## config.mk

```make
export PLATFORM = sky130hd
export DESIGN_NAME = eucl_prog_seq
export DESIGN_NICKNAME = d
export VERILOG_FILES = /design/src/rtl/eucl_prog_seq.sv
export SDC_FILE = /design/constraint.sdc
export NUM_CORES = 1
export LEC_CHECK = 0
export BUFFER_PORTS_ARGS = -buffer_cell sky130_fd_sc_hd__buf_2
export CAP_MARGIN = 20
export CORE_UTILIZATION = 35
export DETAILED_ROUTE_END_ITERATION = 10
export MAX_ROUTING_LAYER = met4
export PLACE_DENSITY = 0.56
export SLEW_MARGIN = 20
export SYNTH_ARGS = -nofsm -noshare
export SYNTH_HDL_FRONTEND = slang
export SYNTH_SLANG_ARGS = --single-unit
```

## constraint.sdc

```tcl
create_clock -name clock -period 4 [get_ports clock]
set_input_delay 0.2 -clock clock [delete_from_list [all_inputs] [get_ports clock]]
set_output_delay 0.2 -clock clock [all_outputs]
set_load 0.01 [all_outputs]
```

## src/rtl/eucl_prog_seq.sv

```systemverilog
// eucl_prog_seq: loads a program of up to 16 instruction words and sequences
// them to eucl, following the program counter eucl returns each run cycle.
module eucl_prog_seq #(
    parameter int IW         = 21,
    parameter int MAX_CYCLES = 200
) (
    input  logic          clock,
    input  logic          reset_n,
    input  logic          load_valid,
    input  logic [IW-1:0] load_data,
    input  logic          load_last,
    output logic          load_ready,
    input  logic          start,
    input  logic [3:0]    p_c_out,
    output logic [IW-1:0] pm_cont,
    output logic [3:0]    p_c,
    output logic          run,
    output logic          done,
    output logic          timeout,
    output logic [4:0]    prog_len,
    output logic [7:0]    cycle_cnt
);
    localparam logic [1:0] S_IDLE = 2'd0;
    localparam logic [1:0] S_LOAD = 2'd1;
    localparam logic [1:0] S_RUN  = 2'd2;
    localparam logic [1:0] S_DONE = 2'd3;
    localparam logic [7:0] LAST_CYC = 8'(MAX_CYCLES - 1);

    logic [IW-1:0] mem_q [16];
    logic [1:0]    state_q, state_d;
    logic [3:0]    wr_ptr_q, wr_ptr_d;
    logic [4:0]    prog_len_q, prog_len_d;
    logic [3:0]    p_c_q, p_c_d;
    logic [IW-1:0] pm_cont_q, pm_cont_d;
    logic [7:0]    cycle_q, cycle_d;
    logic          run_q, run_d, done_q, done_d, timeout_q, timeout_d;
    logic          idle_like, mem_we, end_fetch, time_up;
    logic [3:0]    mem_waddr;

    assign idle_like = (state_q == S_IDLE) || (state_q == S_DONE);
    assign mem_we    = load_valid && (state_q != S_RUN);
    assign mem_waddr = (state_q == S_LOAD) ? wr_ptr_q : 4'd0;
    assign end_fetch = {1'b0, p_c_out} >= prog_len_q;
    assign time_up   = cycle_q == LAST_CYC;

    always_comb begin
        state_d    = state_q;
        wr_ptr_d   = wr_ptr_q;
        prog_len_d = prog_len_q;
        p_c_d      = p_c_q;
        pm_cont_d  = pm_cont_q;
        cycle_d    = cycle_q;
        run_d      = run_q;
        done_d     = done_q;
        timeout_d  = timeout_q;
        if (idle_like && load_valid) begin
            wr_ptr_d   = 4'd1;
            prog_len_d = load_last ? 5'd1 : 5'd0;
            done_d     = 1'b0;
            timeout_d  = 1'b0;
            state_d    = load_last ? S_IDLE : S_LOAD;
        end else if (idle_like && start && prog_len_q != 5'd0) begin
            state_d   = S_RUN;
            p_c_d     = 4'd0;
            pm_cont_d = mem_q[0];
            cycle_d   = 8'd0;
            run_d     = 1'b1;
            done_d    = 1'b0;
            timeout_d = 1'b0;
        end else if (state_q == S_LOAD && load_valid) begin
            wr_ptr_d = wr_ptr_q + 4'd1;
            if (load_last || wr_ptr_q == 4'd15) begin
                prog_len_d = {1'b0, wr_ptr_q} + 5'd1;
                state_d    = S_IDLE;
            end
        end else if (state_q == S_RUN) begin
            // Termination freezes cycle_cnt at the cycle that ended the run.
            if (end_fetch || time_up) begin
                state_d   = S_DONE;
                pm_cont_d = '0;
                run_d     = 1'b0;
                done_d    = 1'b1;
                timeout_d = time_up;
            end else begin
                p_c_d     = p_c_out;
                pm_cont_d = mem_q[p_c_out];
                cycle_d   = (&cycle_q) ? cycle_q : cycle_q + 8'd1;
            end
        end
    end

    always_ff @(posedge clock) begin
        if (mem_we) mem_q[mem_waddr] <= load_data;
    end

    always_ff @(posedge clock or negedge reset_n) begin
        if (!reset_n) begin
            state_q    <= S_IDLE;
            wr_ptr_q   <= '0;
            prog_len_q <= '0;
            p_c_q      <= '0;
            pm_cont_q  <= '0;
            cycle_q    <= '0;
            run_q      <= 1'b0;
            done_q     <= 1'b0;
            timeout_q  <= 1'b0;
        end else begin
            state_q    <= state_d;
            wr_ptr_q   <= wr_ptr_d;
            prog_len_q <= prog_len_d;
            p_c_q      <= p_c_d;
            pm_cont_q  <= pm_cont_d;
            cycle_q    <= cycle_d;
            run_q      <= run_d;
            done_q     <= done_d;
            timeout_q  <= timeout_d;
        end
    end

    assign load_ready = state_q != S_RUN;
    assign pm_cont    = pm_cont_q;
    assign p_c        = p_c_q;
    assign run        = run_q;
    assign done       = done_q;
    assign timeout    = timeout_q;
    assign prog_len   = prog_len_q;
    assign cycle_cnt  = cycle_q;
endmodule

```

* Word level (Yosys, flattened, before mapping)
Memories as Yosys holds them, arrays and structs flattened.
Index checks and enable logic that the tools add are counted.
** Word-level totals
- Register bits after elaboration :: 47
- Memory bits (writable) :: 336
- Input bits :: 30
- Output and inout port bits :: 42
- Logic and storage cells :: 99
- Memories :: 1
** Operators by class
- Add/subtract/negate cells :: 3
- Magnitude comparators :: 1
- Equality and inequality tests :: 12
- Muxes and demuxes :: 45
- Bitwise logic cells :: 1
- Reductions and logical operators :: 27
** Memory list
- mem_q :: words 16, bits a word 21, rd ports 2, clocked after Yosys merged registers in 0, wr ports 1, RTL line 29 : logic [IW-1:0] mem_q [16];
** Operator list (number)
- $mux W21 :: 4
- $mux W8 :: 5
- $mux W4 :: 8
- $mux W5 :: 4
- $mux W1 :: 18
- $mux W2 :: 6
- $reduce_and A3 Y1 :: 4
- $ne A2 B2 Y1 const B :: 5
- $add A8 B1 Y8 const B :: 1
- $eq A8 B8 Y1 const B :: 1
- $reduce_and A4 Y1 :: 2
- $reduce_and A8 Y1 :: 1
- $reduce_bool A2 Y1 :: 4
- $reduce_bool A4 Y1 :: 2
- $reduce_bool A3 Y1 :: 2
- $add A4 B1 Y5 const B :: 1
- $ge A4 B5 Y1 :: 1
- $logic_and A1 B1 Y1 :: 5
- $reduce_and A5 Y1 :: 1
- $reduce_bool A5 Y1 :: 1
- $add A4 B1 Y4 const B :: 1
- $eq A2 B2 Y1 const B :: 2
- $eq A4 B4 Y1 const B :: 1
- $ne A4 B3 Y1 const B :: 1
- 6 further kinds :: 8

* Logic depth before layout (Yosys ltp)
Gate-level depths: netlist of run 1.
- Depth after elaboration :: 7
- Depth in mapped cells :: 11
- Depth with buffers taken out :: 7

* Worst setup path after synthesis of run 1
Ideal clock, no wire load.
- Path type :: register to register
- Start :: register state_q[1]
- End :: memory mem_q[1][0] (enable)
- Setup time :: 0.425 ns
- Arrival :: 2.603 ns
- Required time :: 3.575 ns
- Slack :: 0.972 ns
- Stages on the path, launching flop included :: 7
- Path buffers :: 2
- Clock period less this slack :: 3.028 ns
- Cells stage by stage :: dfrtp_1 inv_1 ha_1 clkbuf_1 clkbuf_1 nand2_1 nor3_1
** On the way
- Cells in the longest elaborated chain, start to end :: 4
- Elaborated cells between the ends (all ways) :: 6
- Classes of those cells :: 2 x eq/ne; 3 x mux; 1 x reduce/logical
** Ends and longest elaborated chain
- start, declared :: RTL line 30 : logic [1:0] state_q, state_d;
- start signal, assigned :: RTL line 108 : state_q <= state_d;
- $ne A2 B2 Y1 :: RTL line 41 : assign mem_we = load_valid && (state_q != S_RUN);
- $logic_and A1 B1 Y1 :: RTL line 41
- $mux W1 :: RTL line 93 : if (mem_we) mem_q[mem_waddr] <= load_data;
- $mux W1 (not written as such) :: RTL line 93
- end, declared :: RTL line 29
Parallel ways exist; a longest one is shown, timed or not.

* Worst setup path after layout of run 1
- Start :: register state_q[1]
- End :: register pm_cont_q[8], in the netlist pm_cont[8]
** On the way
- Cells in the longest elaborated chain, start to end :: 6
- Elaborated cells between the ends (all ways) :: 14
- Classes of those cells :: 4 x eq/ne; 1 x mux; 1 x bitwise; 8 x reduce/logical
** Ends and longest elaborated chain
- $eq A2 B2 Y1 or $logic_not A2 Y1 (tied branches) :: RTL line 40 : assign idle_like = (state_q == S_IDLE) || (state_q == S_DONE);
- $logic_or A1 B1 Y1 :: RTL line 40
- $logic_and A1 B1 Y1 (2 in a row) :: RTL line 62 : end else if (idle_like && start && prog_len_q != 5'd0) begin
- $ne A2 B2 Y1 (no source line) or $reduce_bool A2 Y1 (tied branches)
- $reduce_and A3 Y1 (no source line)
- end signal, assigned :: RTL line 112 : pm_cont_q <= pm_cont_d;
- end, declared :: RTL line 34 : logic [IW-1:0] pm_cont_q, pm_cont_d;
Parallel ways exist; a longest one is shown, timed or not.
A chain may end at the register's enable or synchronous reset.

==> impl.org, run 1 <==
** Worst setup path
- STA classifies the critical path startpoint as a flop.
- Of all nets on the critical path, the largest fanout is 17.
- Worst Reg2Reg Path Length in Cells :: 9
- The critical path is of the reg -> reg type.
- The startpoint identified for the worst register-to-register timing path is state_q[1].
- Worst Path Arrival :: 3.17 ns
- STA puts the critical path data required time at 4.48 ns.
- Worst Setup End Kind :: flop
- The critical path starts at state_q[1].

** Logic synthesis
- Seq cells post-synth :: roughly 380
- The commonest cells after synthesis are sky130_fd_sc_hd__edfxtp_1, sky130_fd_sc_hd__mux4_2, sky130_fd_sc_hd__nor2_1.
- Nets in the synthesized netlist :: roughly 850
- The mapped netlist covers 15100 µm².
- The average instance in the mapped netlist occupies 18.8 µm².
- Main area contributors after synthesis :: sky130_fd_sc_hd__edfxtp_1, sky130_fd_sc_hd__mux4_2, sky130_fd_sc_hd__dfrtp_1
- Synthesis instantiated 49 different standard cells from the library.
- Cells after Synth :: 807
- Count of flip-flops with a built-in enable after synthesis :: 336
- Async S/R FF share, synth :: 12.3%
- Portion of synthesized cell area occupied by the leading cell type :: between 60% and 70%
- Number of warnings reported in the yosys synthesis log :: 0
- The largest total area in the synthesized netlist belongs to sky130_fd_sc_hd__edfxtp_1.
- Portion of the post-synthesis area used by sequential elements :: 74.4%
- Count leader, synth :: sky130_fd_sc_hd__edfxtp_1
- Top FF cell, synth :: sky130_fd_sc_hd__edfxtp_1

** Clock tree
- Clock tree synthesis found a total of 383 sinks.
- The clock tree synthesis step divided the H-tree into 2 levels.
- The clock reaches the later pin of the worst-skew pair after 0.55 ns.
- Post-CTS sizing :: 0
- Clk buf depth :: 3
- Clock tree synthesis inserted a total of between 40 and 50 buffers.
- After clock tree synthesis, the clock-pin slew on the worst setup and hold paths is 0.06 ns.
- Clock tree synthesis selected as its root buffer the cell sky130_fd_sc_hd__clkbuf_16.
- Clock tree from TritonCTS :: yes

** Final layout
- Share of final-layout standard cells stronger than drive strength 1 :: 30.3%
- Relative to the synthesized area, the layout overhead comes to 17.9%.
- Final design utilization :: 42.2%
- Area of all placed cells without fillers :: 17900 µm²
- Number of nets in the finished design :: 954
- The repair_antennas step left the layout with diodes totalling 0.

** Power and ir drop
- Areal power density over the cells :: 614 nW/µm²
- Peak supply drop :: 0.000285 V
- In this run the static leakage power is 6.01 nW.

** Floorplan
- Die area :: 44100 µm²
- In this run the count of I/O pins placed on the die edge is 72.
- Starting utilization of the core area :: 35.8%
- The floorplan step set the die width to around 210 µm.
- Placement Rows :: 75
- Floorplan Core Area :: 42300 µm²
- In this run the vertical extent of the chip is 210 µm.

** Hold path
- Source of the worst hold timing path :: load_data[4]
- Classification of the worst-slack hold path :: in -> reg
- Along the worst hold path, the cell count comes to 1.

** GRT
- Busiest metal layer after global routing :: met2
- Summed over all layers, the global routing overflow is 0.
- GR Layer Usage met1 :: 23.6%
- The first global-routing pass estimated 54.0 mm of wire.
- The number of global-route vias before repair came to 8203.
- For this run, global-route usage on met2 was measured as 26.5%.
- GRT Util Overall :: between 10% and 20%
- Antenna violations before repair :: 0
- Entering global routing, the biggest net connects 86 pins.
- Met3 track utilization from global routing :: roughly 2.7%

** Timing
- Post-layout minimum cycle time :: 2.69 ns
- Final Hold Viols :: 0
- Worst-case hold slack :: 0.0313 ns
- Across the routed clock network, the largest skew measured is 0.0254 ns.
- In the finished design, the share of the clock period the worst path needs comes to 67.3%.
- The count of pins over their slew limit came to 0.
- Setup repair after global routing missed its margin :: false
- Upper clock frequency limit :: 0.372 GHz
- Transition time at the pin with the least slew margin :: around 0.86 ns
- In this run the tightest slew margin relative to its limit is between 40% and 50%.
- Final setup vio count :: 0
- After routing, the total negative slack on setup checks comes to 0 ns.

** Placement
- Detailed placement ended at an HPWL of 21.1 mm.
- Placed standard-cell area :: 16400 µm²
- In this run the tool buffered the top-level ports with 71 buffer cells.
- At the end of routability-driven placement, the weighted congestion stood at just over 0.8.

** Route
- Final WL :: 35.8 mm
- After detailed routing, the average wire length per cell comes to ~23 µm.
- Number of vias in the routed layout :: 7990
- In this run the remaining antenna-violating nets after routing total 0.
- After the first detailed-routing iteration, the DRC count stood at 852.
- For this run, design rule violations remaining after detail routing come to 0.
- Average vias per placed instance :: 5.24
- The first TritonRoute pass finished after 9 iterations.

** Run
- The tool flagged a number of max-cap violations equal to 0.

** Outcome
- The flow ran to the end, and the final reports show no timing, DRC or antenna violations.
==> placed cells by master (no fill, tap or decap), types with 3 or more instances in the layout <==
| cell | instances |
|---|---|
| sky130_fd_sc_hd__a211oi_1 | 3 |
| sky130_fd_sc_hd__a21oi_1 | 13 |
| sky130_fd_sc_hd__a221oi_1 | 21 |
| sky130_fd_sc_hd__a22o_1 | 5 |
| sky130_fd_sc_hd__a22oi_1 | 42 |
| sky130_fd_sc_hd__and2_1 | 4 |
| sky130_fd_sc_hd__buf_12 | 6 |
| sky130_fd_sc_hd__buf_2 | 69 |
| sky130_fd_sc_hd__buf_4 | 29 |
| sky130_fd_sc_hd__bufinv_16 | 6 |
| sky130_fd_sc_hd__clkbuf_1 | 4 |
| sky130_fd_sc_hd__clkbuf_16 | 42 |
| sky130_fd_sc_hd__clkbuf_8 | 3 |
| sky130_fd_sc_hd__clkinv_1 | 6 |
| sky130_fd_sc_hd__clkinv_2 | 9 |
| sky130_fd_sc_hd__clkinvlp_4 | 3 |
| sky130_fd_sc_hd__dfrtp_1 | 47 |
| sky130_fd_sc_hd__dlygate4sd3_1 | 5 |
| sky130_fd_sc_hd__edfxtp_1 | 336 |
| sky130_fd_sc_hd__ha_1 | 8 |
| sky130_fd_sc_hd__inv_1 | 14 |
| sky130_fd_sc_hd__mux4_2 | 84 |
| sky130_fd_sc_hd__nand2_1 | 36 |
| sky130_fd_sc_hd__nand3_1 | 11 |
| sky130_fd_sc_hd__nand4_1 | 7 |
| sky130_fd_sc_hd__nor2_1 | 54 |
| sky130_fd_sc_hd__nor2_2 | 13 |
| sky130_fd_sc_hd__nor3_1 | 3 |
| sky130_fd_sc_hd__nor3_2 | 4 |
| sky130_fd_sc_hd__o21ai_0 | 16 |
| sky130_fd_sc_hd__o31ai_1 | 5 |
| sky130_fd_sc_hd__or4_1 | 3 |
| sky130_fd_sc_hd__xnor2_1 | 3 |
==> timing repair <==
item | CTS | global route
setup buffers | 0 | 0
hold buffers | 5 | 0
hold endpoints to repair | 51 | 0
==> path summary, 6_finish.rpt <==
path | endpoint | slack [ns]
max in group asynchronous | pm_cont[10] | 3.20
worst max register to register | pm_cont[8] | 1.31
min in group asynchronous | pm_cont[15] | 0.30
worst min-delay path | mem_q[6][4] | 0.03
worst max-delay path | pm_cont[8] | 1.31
worst min register to register | p_c[1] | 0.50
==> through the flow <==
stage / total power [mW] / setup slack [ns] / instances
after floorplan: 6.32 / 0.972 / 807
after global placement: 7.13 / 1.36 / 1445
after detailed placement: 7.16 / 1.31 / 1445
after CTS: 11.1 / 1.32 / 1525
after global routing: 11.5 / 1.07 / 1525
final: 11.0 / 1.31 / 1525
==> critical path, cell delays in order (launching register included) <==
cell	delay (ns)
sky130_fd_sc_hd__dfrtp_1	0.40
sky130_fd_sc_hd__inv_1	0.07
sky130_fd_sc_hd__ha_1	0.45
sky130_fd_sc_hd__nand2_1	0.30
sky130_fd_sc_hd__nand2_1	0.23
sky130_fd_sc_hd__a21o_1	0.53
sky130_fd_sc_hd__buf_4	0.29
sky130_fd_sc_hd__buf_4	0.17
sky130_fd_sc_hd__a221oi_1	0.05
sky130_fd_sc_hd__nor2_1	0.13
==> sequential cells by signal (all words and copies together), names as in the netlist <==
signal     count
state_q        2
cycle_cnt      8
p_c            4
mem_q        336
wr_ptr_q       4
prog_len       5
done           1
timeout        1
run            1
pm_cont       21
==> logic make-up (layout without fill, tap and decap cells) <==
family,Yosys count,count (layout),synth area share (%)
XOR/XNOR,3,3,0.174
flip-flops,383,383,74.4
multiplexers,86,86,12.6
adder cells (fa/ha/maj),8,8,0.661
AO/OA/AOI/OAI,121,121,5.88
buffers and inverters,58,199,1.78
AND/OR/NAND/NOR,148,148,4.48
==> metal layers <==
metal  wire length (µm)  share of wire (%)
met1              16400                 46
met2              16800                 47
met3               1770                4.9
met4                811                2.3
met5                  0                  0
==> layout make-up <==
type	instances	area, µm²
clock buffer	49	1110
timing repair buffer	110	744
tap	577	722
clock inverter	26	295
fill	3726	24500
inverter	14	52.6
multi-input combinational	366	3670
sequential	383	11300
==> power by group <==
| part | switching [mW] | leakage (nW) | internal [mW] | total [mW] |
|---|---|---|---|---|
| logic | 1.24 | 1.71 | 0.713 | 1.96 |
| registers | 0.286 | 3.61 | 4.82 | 5.10 |
| clock network | 1.53 | 0.685 | 2.37 | 3.90 |
No activity file was read; power rests on OpenSTA's default activity.
==> run 2: changes to the inputs <==
--- a/config.mk
+++ b/config.mk
@@ -5,6 +5,7 @@
 export SDC_FILE = /design/constraint.sdc
 export NUM_CORES = 1
 export LEC_CHECK = 0
+export ABC_AREA = 1
 export BUFFER_PORTS_ARGS = -buffer_cell sky130_fd_sc_hd__buf_2
 export CAP_MARGIN = 20
 export CORE_UTILIZATION = 35
==> constraint.sdc (replaced) <==
create_clock -name clock -period 2.5 [get_ports clock]
set_input_delay 0.125 -clock clock [delete_from_list [all_inputs] [get_ports clock]]
set_output_delay 0.125 -clock clock [all_outputs]
set_load 0.01 [all_outputs]
==> impl.org, run 2 <==
** Outcome
- The run finished with clean final reports.

** Timing
- The clock period minus final worst setup slack came to 2.19 ns (-0.503 ns).
- Tcrit/Tclk final :: 87.5% (+20 points)
- The number of hold-slack violations in the final timing report was 0 (unchanged).
- The achievable clock frequency came to 0.457 GHz (+23%).
- Slew HR :: 40.6% (-2.3 points)
- Final Max Slew Viols :: 0 (unchanged)
- Final setup vio count :: 0 (unchanged)
- Setup repair after global routing left no endpoint under its margin.
- Final Skew :: 0.0207 ns (-0.00472 ns)
- The actual transition at the worst max-transition pin came to 0.890 ns (+0.0335 ns).

** Final layout
- FILL cells :: 4240 (+14%)
- The top cell types in the final layout, fill and taps aside, are sky130_fd_sc_hd__nand2_1, sky130_fd_sc_hd__edfxtp_1, sky130_fd_sc_hd__nand3_1.
- Final design utilization :: 41.4% (-0.77 points)
- The library cell used most frequently in the layout, excluding fill and tap cells, is sky130_fd_sc_hd__nand2_1.
- The area used by sequential logic in the layout is 11300 µm² (unchanged).
- Share of final-layout standard cells stronger than drive strength 1 :: 13.3% (-17 points)
- The post-route cell area was 18400 µm² (+3.2%).
- The net count of the finished layout came to 1512 (+58%).
- Area of the multi-input gates :: 4030 µm² (+9.9%)
- Layout-stage area growth over the synthesis result :: 16.0%
- Counting flops per register, the top entry is mem_q.
- The number of flip-flops in the largest register came to 336 (unchanged).
- The number of inserted diodes is 0 (unchanged).

** GRT
- The global routing usage summed across all routing layers is 19.4% (+2.2 points).
- The number of antenna violations at the first check in global routing is 0 (unchanged).
- Largest net degree at the start of global routing :: 112 (+30%)
- GR Layer Usage met1 :: 27.2% (+3.5 points)
- The number of global-route vias before repair came to 10300 (+25%).
- The remaining global-route overflow is 0 (unchanged).
- First-pass GRT wire length :: 65.4 mm (+21%)
- Busiest metal layer after global routing :: met2
- Met2 Use GR :: 29.5% (+3.0 points)
- The global-route met3 utilization came to 3.10% (+0.45 points).

** Route
- Length of the first detailed-routing pass in iterations :: 6 (-3)
- Average vias per placed instance :: 5.07 (-3.2%)
- Number of vias in the routed layout :: 10600 (+33%)
- DR DRC count :: 0 (unchanged)
- The count of nets left with antenna violations after detail routing was 0 (unchanged).
- DRC marker count from the first detailed-route iteration :: 1155 (+36%)
- The post-detailed-route wirelength per cell came to 20.5 µm (-13%).
- Final WL :: 42.8 mm (+20%)

** Worst setup path
- Worst Path Arrival :: 2.42 ns (-0.75 ns)
- The worst setup path is of the reg -> reg kind.
- STA classifies the critical path startpoint as a flop.
- Maximum fanout along the worst path :: 21 (+4)
- The maximum single-stage delay on the critical path came to 0.38 ns (-0.15 ns).
- The slowest stage of the critical path belongs to the cell sky130_fd_sc_hd__nor2_1.
- The required time of the critical path was 2.73 ns (-1.75 ns).
- The worst setup path is captured at a flop.
- Sequence of cells on the critical path :: inv_1 > ha_1 > nor2_1 > o211ai_1 > nor4_4 > buf_12

** Clock tree
- The post-CTS repair timing setup buffer count was 0 (unchanged).
- CTS placed an instance of sky130_fd_sc_hd__clkbuf_16 at the clock tree root.
- Total clock buffers created by CTS :: 41 (unchanged)
- The clock latency on the worst-skew pair is 0.54 ns (about the same).
- The CTS clock-pin slew for the worst setup and hold paths came to 0.07 ns (about the same).
- Clk buf depth :: 3 (unchanged)
- Post-CTS sizing :: 0 (unchanged)
- Number of hold-repair buffers added at the cts stage :: 2 (-3)
- Max H-tree Level :: 2 (unchanged)
- The number of clock sinks seen by CTS was 383 (unchanged).
- TritonCTS built the clock tree.

** Floorplan
- Die area :: 46300 µm² (+4.9%)
- The standard cell core area is 44500 µm² (+5.2%).
- Vertical extent of the die :: 215 µm (+2.4%)
- Placement Rows :: 77 (+2.7%)
- The starting density of the core was 35.7% (-0.084 points).
- The width of the die is 215 µm (+2.4%).
- The count of boundary I/O pins came to 72 (unchanged).

** Placement
- Port buffer count :: 71 (unchanged)
- RD Place Congestion :: 0.840 (+3.8%)
- The post-placement cell area is 17100 µm² (+4.3%).
- Estimated wirelength of the detail-placed design :: 26.4 mm (+25%)

** Logic synthesis
- The proportion of register bits with asynchronous set or reset after synthesis is 12.3% (unchanged).
- Seq cells post-synth :: 383 (unchanged)
- The number of library cell types mapped by synthesis came to 32 (-35%).
- Largest area contributor in the synthesized netlist :: sky130_fd_sc_hd__edfxtp_1
- The cell area after technology mapping is 15900 µm² (+4.9%).
- Among all flip-flop cells after synthesis, the most frequent one is sky130_fd_sc_hd__edfxtp_1.
- In the post-synthesis netlist, the biggest area contributors are sky130_fd_sc_hd__edfxtp_1, sky130_fd_sc_hd__nand3_1, sky130_fd_sc_hd__nand2_1.
- Count of flip-flops with a built-in enable after synthesis :: 336 (unchanged)
- The area share of the largest cell type after synthesis was 63.5% (-3.1 points).
- Avg Synthesized Cell Area :: 11.4 µm² (-39%)
- The sequential share of the synthesized area was 70.9% (-3.5 points).
- Nets in the synthesized netlist :: 1434 (+70%)
- Count leader, synth :: sky130_fd_sc_hd__nand2_1
- Top cells by count, synth :: sky130_fd_sc_hd__nand2_1, sky130_fd_sc_hd__edfxtp_1, sky130_fd_sc_hd__nand3_1
- Cells after Synth :: 1396 (+73%)
- Number of warnings reported in the yosys synthesis log :: 0 (unchanged)

** Power and ir drop
- The peak ir drop on the vdd network is 0.000471 V (+65%).
- The leakage dissipation came to 6.90 nW (+15%).
- Areal power density over the cells :: 927 nW/µm² (+51%)

** Run
- The count of maximum capacitance violations was 0 (unchanged).

** Hold path
- The path class of the tightest hold or removal check is in -> reg.
[run 2: cell count changes after synthesis, sizes merged, moves of 6 or more]
cell	change
a21oi	+30
a221oi	-21
a22oi	-42
buf	+44
clkbuf	-10
inv	+38
mux4	-84
nand2	+374
nand3	+317
nor2	-17
o21ai	+10
or4	-6
[run 2: cells by family after synthesis]
group,Yosys count,synth area share [%]
simple gates,799,21.8
flops,383,70.9
buf+inv,131,4.11
compound gates,75,2.53
fa+ha+maj,8,0.630
[run 2: stage by stage]
stage          setup WS [ns]  hold slack (ns)  total power, mW  setup TNS [ns]  instances
6_report               0.312           0.0187             17.1               0       2094
5_1_grt                0.156           0.0122             17.9               0       2094
4_1_cts                0.346          0.00190             17.2               0       2094
3_5_place_dp           0.346            0.136             11.3               0       2021
3_3_place_gp           0.384            0.143             11.2               0       2021
2_1_floorplan         -0.461           -0.171             10.0          -22.76       1396
[run 2: power by group]
part / total, mW / switching [mW] / internal, mW
clock network: 5.97 / 2.42 / 3.55
registers: 7.85 / 0.331 / 7.52
logic: 3.26 / 2.22 / 1.04
[run 2: worst paths after layout]
kind | cells after the start | start | slack, ns | to
hold / removal | 1 | load_data[17] | 0.02 | mem_q[7][17]
min in group asynchronous | 2 | reset_n | 0.10 | cycle_cnt[1]
setup / recovery | 6 | state_q[0] | 0.31 | mem_q[2][16]
max in group asynchronous | 3 | reset_n | 1.79 | pm_cont[15]
setup reg to reg | 6 | state_q[0] | 0.31 | mem_q[2][16]
hold reg to reg | 2 | run | 0.49 | run
[run 2: per-layer routing]
| layer | up-vias | wire (µm) |
|---|---|---|
| li1 | 5032 | - |
| met4 | 0 | 775 |
| met5 | - | 0 |
| met1 | 5201 | 19400 |
| met2 | 336 | 19900 |
| met3 | 54 | 2740 |
[run 2: final cells by class]
type,count,share of cell area (%)
Multi-Input combinational cell,882,21.9
Clock buffer,50,5.80
Clock inverter,21,1.26
Tap cell,592,4.02
Sequential cell,383,61.1
Inverter,53,1.09
Timing Repair Buffer,113,4.85
[run 2: critical path, delay by kind of cell (launching register included)]
| kind | cells | cell delay (ns) |
|---|---|---|
| flip-flops | 1 | 0.37 |
| adder cells (fa/ha/maj) | 1 | 0.24 |
| AO/OA/AOI/OAI | 1 | 0.34 |
| AND/OR/NAND/NOR | 2 | 0.66 |
| buffers and inverters | 2 | 0.26 |
